--- config.mk ---
export PLATFORM = sky130hd
export DESIGN_NAME = fir_filter_serial
export DESIGN_NICKNAME = d
export VERILOG_FILES = /design/src/rtl/fir_pkg.sv /design/src/rtl/fir_mac_unit.sv /design/src/rtl/fir_filter_serial.sv
export SDC_FILE = /design/constraint.sdc
export NUM_CORES = 2
export LEC_CHECK = 0
export ABC_CLOCK_PERIOD_IN_PS = 24000
export CAP_MARGIN = 40
export CORE_MARGIN = 3
export CORE_UTILIZATION = 55
export CTS_CLUSTER_SIZE = 20
export DETAILED_ROUTE_END_ITERATION = 8
export HOLD_SLACK_MARGIN = 0.06
export PLACE_DENSITY = 0.72
export SLEW_MARGIN = 0
export SYNTH_ARGS = -nofsm -noshare
export SYNTH_HDL_FRONTEND = slang
export SYNTH_SLANG_ARGS = --single-unit
export TNS_END_PERCENT = 20
--- constraint.sdc ---
create_clock -name i_clk -period 24 [get_ports i_clk]
set_input_delay 4.8 -clock i_clk [delete_from_list [all_inputs] [get_ports i_clk]]
set_output_delay 4.8 -clock i_clk [all_outputs]
set_load 0.1 [all_outputs]
--- src/rtl/fir_pkg.sv ---
// Shared definitions for the FIR filters: coefficient set, accumulator sizing
// and the serial filter's FSM encoding.
package fir_pkg;

    localparam int FIR_COEF_W   = 24;
    localparam int FIR_MAX_TAPS = 16;

    // Q1.23 coefficients; tap 0 multiplies the newest sample. The DC gain is
    // deliberately above 1.0 so full-scale DC input exercises saturation.
    localparam logic signed [FIR_COEF_W-1:0] FIR_WEIGHTS [FIR_MAX_TAPS] = '{
        24'sh010000, 24'sh020000, 24'sh040000, 24'sh080000,
        24'sh100000, 24'sh180000, 24'sh200000, 24'sh280000,
        24'sh280000, 24'sh200000, 24'sh180000, 24'sh100000,
        24'sh080000, 24'sh040000, 24'sh020000, -24'sh010000
    };

    typedef enum logic [1:0] {
        ST_IDLE = 2'd0,
        ST_MAC  = 2'd1,
        ST_OUT  = 2'd2
    } fir_state_t;

    // Full-precision products plus enough guard bits that summing every tap
    // can never overflow.
    function automatic int fir_acc_width(input int data_width, input int depth);
        return 2 * data_width + $clog2(depth);
    endfunction

endpackage

--- src/rtl/fir_mac_unit.sv ---
// Signed multiply-accumulate with synchronous clear and a saturating
// Q1.(DATA_WIDTH-1) scale-out of the accumulator.
module fir_mac_unit
    import fir_pkg::*;
#(
    parameter int DATA_WIDTH = 24,
    parameter int FIR_DEPTH  = 16
) (
    input  logic                         i_clk,
    input  logic                         i_rst,
    input  logic                         i_clr,
    input  logic                         i_acc_en,
    input  logic signed [DATA_WIDTH-1:0] iv_a,
    input  logic signed [DATA_WIDTH-1:0] iv_b,
    output logic signed [DATA_WIDTH-1:0] ov_result
);

    localparam int ACC_WIDTH = fir_acc_width(DATA_WIDTH, FIR_DEPTH);

    localparam logic signed [ACC_WIDTH-1:0] SAT_MAX =
        {{(ACC_WIDTH-DATA_WIDTH+1){1'b0}}, {(DATA_WIDTH-1){1'b1}}};
    localparam logic signed [ACC_WIDTH-1:0] SAT_MIN =
        {{(ACC_WIDTH-DATA_WIDTH+1){1'b1}}, {(DATA_WIDTH-1){1'b0}}};

    logic signed [2*DATA_WIDTH-1:0] w_prod;
    logic signed [ACC_WIDTH-1:0]    r_acc;
    logic signed [ACC_WIDTH-1:0]    w_shifted;

    assign w_prod = iv_a * iv_b;

    always_ff @(posedge i_clk or posedge i_rst) begin
        if (i_rst) begin
            r_acc <= '0;
        end else if (i_clr) begin
            r_acc <= '0;
        end else if (i_acc_en) begin
            r_acc <= r_acc + ACC_WIDTH'(w_prod);
        end
    end

    // Arithmetic shift truncates toward minus infinity before clamping.
    assign w_shifted = r_acc >>> (DATA_WIDTH - 1);

    always_comb begin
        ov_result = w_shifted[DATA_WIDTH-1:0];
        if (w_shifted > SAT_MAX) begin
            ov_result = SAT_MAX[DATA_WIDTH-1:0];
        end else if (w_shifted < SAT_MIN) begin
            ov_result = SAT_MIN[DATA_WIDTH-1:0];
        end
    end

endmodule

--- src/rtl/fir_filter_serial.sv ---
// Single-multiplier FIR: samples land in a circular history buffer and one
// MAC per cycle walks it newest-to-oldest to build each output.
module fir_filter_serial
    import fir_pkg::*;
#(
    parameter int DATA_WIDTH = 24,
    parameter int FIR_DEPTH  = 16
) (
    input  logic                         i_clk,
    input  logic                         i_rst,
    input  logic                         i_en,
    input  logic signed [DATA_WIDTH-1:0] iv_din,
    input  logic                         i_din_valid,
    output logic                         o_din_ready,
    output logic signed [DATA_WIDTH-1:0] ov_dout,
    output logic                         o_dout_valid
);

    localparam int              PTR_W    = $clog2(FIR_DEPTH);
    localparam logic [PTR_W-1:0] LAST_TAP = PTR_W'(FIR_DEPTH - 1);
    localparam logic [PTR_W-1:0] PTR_ONE  = PTR_W'(1);

    fir_state_t r_state;
    fir_state_t w_next_state;

    logic                         r_ready;
    logic [PTR_W-1:0]             r_wr_ptr;
    logic [PTR_W-1:0]             r_rd_ptr;
    logic [PTR_W-1:0]             r_tap;
    logic signed [DATA_WIDTH-1:0] r_hist [FIR_DEPTH];

    logic                         w_accept;
    logic                         w_acc_en;
    logic signed [DATA_WIDTH-1:0] w_sample;
    logic signed [DATA_WIDTH-1:0] w_coef;
    logic signed [DATA_WIDTH-1:0] w_result;

    // Handshake: a sample transfers on a rising edge where i_en, i_din_valid
    // and o_din_ready are all high; o_din_ready is a register that is high
    // only while the FSM sits in IDLE, so it never depends on inputs.
    assign o_din_ready = r_ready;
    assign w_accept    = i_en & i_din_valid & r_ready;
    assign w_acc_en    = i_en & (r_state == ST_MAC);
    assign w_sample    = r_hist[r_rd_ptr];
    assign w_coef      = DATA_WIDTH'(FIR_WEIGHTS[r_tap]);

    always_comb begin
        w_next_state = r_state;
        case (r_state)
            ST_IDLE: if (w_accept) w_next_state = ST_MAC;
            ST_MAC:  if (r_tap == LAST_TAP) w_next_state = ST_OUT;
            ST_OUT:  w_next_state = ST_IDLE;
            default: w_next_state = ST_IDLE;
        endcase
    end

    // Every register holds while i_en is low, so a stall resumes on the same tap.
    always_ff @(posedge i_clk or posedge i_rst) begin
        if (i_rst) begin
            r_state      <= ST_IDLE;
            r_ready      <= 1'b0;
            r_wr_ptr     <= '0;
            r_rd_ptr     <= '0;
            r_tap        <= '0;
            ov_dout      <= '0;
            o_dout_valid <= 1'b0;
            for (int i = 0; i < FIR_DEPTH; i++) begin
                r_hist[i] <= '0;
            end
        end else if (i_en) begin
            r_state      <= w_next_state;
            r_ready      <= (w_next_state == ST_IDLE);
            o_dout_valid <= 1'b0;
            case (r_state)
                ST_IDLE: begin
                    if (w_accept) begin
                        r_hist[r_wr_ptr] <= iv_din;
                        r_rd_ptr         <= r_wr_ptr;
                        r_tap            <= '0;
                        r_wr_ptr         <= r_wr_ptr + PTR_ONE;
                    end
                end
                ST_MAC: begin
                    r_rd_ptr <= r_rd_ptr - PTR_ONE;
                    r_tap    <= r_tap + PTR_ONE;
                end
                ST_OUT: begin
                    ov_dout      <= w_result;
                    o_dout_valid <= 1'b1;
                end
                default: ;
            endcase
        end
    end

    fir_mac_unit #(
        .DATA_WIDTH (DATA_WIDTH),
        .FIR_DEPTH  (FIR_DEPTH)
    ) u_mac (
        .i_clk     (i_clk),
        .i_rst     (i_rst),
        .i_clr     (w_accept),
        .i_acc_en  (w_acc_en),
        .iv_a      (w_sample),
        .iv_b      (w_coef),
        .ov_result (w_result)
    );

endmodule
==> flow_summary.yaml <==
grt:
  grt_pass1_wl_um: 112000
  overflow: 0
  grt_max_degree: 185
  antenna_found_initial: 3
  grt_pass1_vias: 20700
  globalRouteTotalUtil_pct: 24.8
sta:
  finalHoldViolations: 0
  period_minus_slack_ns: 8.92
  final.setup.tns_ns: 0
  holdWs_ns: 0.476
  max_freq_ghz: 0.112
  drv_slew: 0
  rsz0062_at_grt: "no"
  min_period_over_period_pct: 37.1
  tightest_slew_ns: 1.03
  skew_ns: 0.0445
  setup_violations: 0
  slew_headroom_pct: 31.4
critical_path:
  crit_top_cell: "fa_1"
  cp-endpoint: "u_mac.r_acc[48]"
  start_kind: "register"
  worst-r2r-cell-count: 29
  reg2reg_slack_ns: 15.08
  setup.worst_path.end_class: "register"
  r2r_end: "u_mac.r_acc[48]"
  critPathKind: "reg2reg"
  cp_slowest_cell: "buf_4"
  crit_start: "r_rd_ptr[1]"
  worstPathMaxFanout: 50
  critPathArrivalTime_ns: 9.40
  r2r-start: "r_rd_ptr[1]"
  required_ns: 24.49
  cp_slowest_stage_delay_ns: 0.68
synth:
  synth_cell_types: 62
  ys_seq_elements: 460
  ys_top_cells_by_area: "dfrtp_1 39%, mux2_2 15%, fa_1 13%"
  yosys_warnings: 0
  synth_area_per_cell_um2: 11.8
  yosys_most_used_dff: "dfrtp_1"
  synth_edf_count: 0
  synthArstFlopShare_pct: 100
  ys_seq_area_share_pct: 38.8
  synth_top_area_share_pct: 38.8
  synthTopCellsByCount: "460 x dfrtp_1, 386 x mux2_2, 199 x inv_1, 188 x fa_1, 168 x nand2_1"
  syn_nets: 2880
  yosysMostFrequentCell: "dfrtp_1"
  synth_cells: 2515
  synth_area_um2: 29600
  yosys.area.top_type: "dfrtp_1"
floorplan:
  io_pins: 54
  coreArea_um2: 53000
  dieArea_um2: 56700
  die_h_um: 238
  die_w_um: 238
  num_rows: 84
  initial_utilization_pct: 56.0
clocking:
  cts_root_buffer: "clkbuf_16"
  clkTransAtPathRegs_ns: 0.06
  clockBufferDepth: 3
  postCtsHoldBufs: 0
  cts_tree: "built"
  clock_sinks: 460
  htreeDepth: 2
  numCtsBuffers: 49
  cts_resized: 0
  postCtsSetupRepairBufs: 0
  clkLatencyLatePin_ns: 0.61
finish:
  final_core_util_pct: 63.0
  fin_cells: 3275
  fin_nets: 2912
  drive_above_1_share_pct: 24.1
  n_fill_cell: 4101
  syn2layout_area_growth_pct: 12.7
detailed_routing:
  viasPerCell: 5.88
  drt_pass1_iterations: 6
  wl_per_cell_um: 20.9
  ant_nets: 0
  drtIter0Drc: 1587
  vias: 19300
  route.detailed.drc: 0
  totalWireLength_um: 68300
worst_hold_path:
  hold_path.class: "reg2reg"
placed_design:
  dp.cells: 3183
  globalplace.congestion: 0.849
  hpwl_um: 46700
  port_buffers: 53
run:
  maxCapViolations: 0
run_status:
  outcome: "completed"
## area by class of cell
class / count / area [µm²] / share of cell area, %
timing repair buffer: 122 / 1660 / 4.96
antenna: 2 / 5.00 / 0.0150
inverter: 199 / 754 / 2.26
tap: 688 / 861 / 2.58
multi-input combinational: 1715 / 16800 / 50.3
sequential: 460 / 11500 / 34.5
clock buffer: 74 / 1460 / 4.37
clock inverter: 15 / 328 / 0.982
## cell families (layout without fill, tap and decap cells)
logic type	count (synthesis)	count (layout)	share of synthesized area, %
XOR/XNOR	31	31	0.916
flip-flops	460	460	38.8
buffers and inverters	340	410	4.74
AO/OA/AOI/OAI	316	316	6.49
other	0	2	0
multiplexers	532	532	21.6
AND/OR/NAND/NOR	499	499	8.41
adder cells (fa/ha/maj)	337	337	19.0
## cells in the final DEF, fill, tap and decap left out, types with 7 or more instances in the layout
master           netlist  layout
buf_8                  0      27
a31oi_1               10      10
nor2b_1                7       7
nand2b_1               8       8
o21ai_1               26      27
mux2i_1               98      98
mux2_2               386     386
a211oi_1               7       7
inv_1                199     198
nand3_1               17      17
clkbuf_1              76      11
nand4_1                7       7
xnor2_1               20      20
buf_16                 0      19
a221oi_1              25      25
clkbuf_8               0      14
o21a_1                 9       9
a21oi_1              102     101
fa_1                 188     188
nor2_1                86      84
mux4_2                48      48
nor2_4                 0      14
dfrtp_1              460     457
clkbuf_16              0      49
and2_1               161     161
buf_4                 18      21
nand2_1              168     168
nor3_1                10      10
bufinv_16              0       7
xor2_1                11      11
clkdlybuf4s50_1        0      53
ha_1                 149     149
a22oi_1               26      26
o21ai_0               70      68
## worst min path at each step
stage	startpoint	end	slack [ns]	depth (start not counted)
6_report	ov_dout[18]	ov_dout[18]	0.48	2
5_1_grt	ov_dout[18]	ov_dout[18]	0.51	2
4_1_cts	ov_dout[18]	ov_dout[18]	0.48	2
3_5_place_dp	ov_dout[18]	ov_dout[18]	0.47	2
3_3_place_gp	ov_dout[4]	ov_dout[4]	0.46	2
2_1_floorplan	r_hist[236]	r_hist[236]	0.48	1
## sequential cells by signal, summed over array words and instances, names as in the netlist
signal,count
o_din_ready,1
o_dout_valid,1
ov_dout,24
r_hist,384
r_rd_ptr,4
r_state,2
r_tap,4
r_wr_ptr,4
u_mac.r_acc,36
## worst max-delay path, delay by kind of cell, from the launching register on
family                   cells  cell delay, ns
AND/OR/NAND/NOR              5            1.33
AO/OA/AOI/OAI                9            1.64
flip-flops                   1            0.34
buffers and inverters        6            1.60
multiplexers                 1            0.36
adder cells (fa/ha/maj)      8            3.51
## routing by layer
layer	part of all wire, %	vias to the layer above	GRT usage, %
li1	-	8672	-
met1	43	9997	33.4
met2	50	482	42.8
met3	4.7	99	3.58
met4	1.9	0	6.14
met5	0	-	0
## through the flow
stage          area, µm²  setup slack [ns]
2_1_floorplan      29600              6.37
3_3_place_gp       30600             15.09
3_5_place_dp       31600             15.17
4_1_cts            33400             15.09
5_1_grt            33400             14.54
6_report           33400             15.08
Power is left out: the tool's default activity adds up to more than one toggle a clock period on the data nets, which glitch-free logic cannot reach.
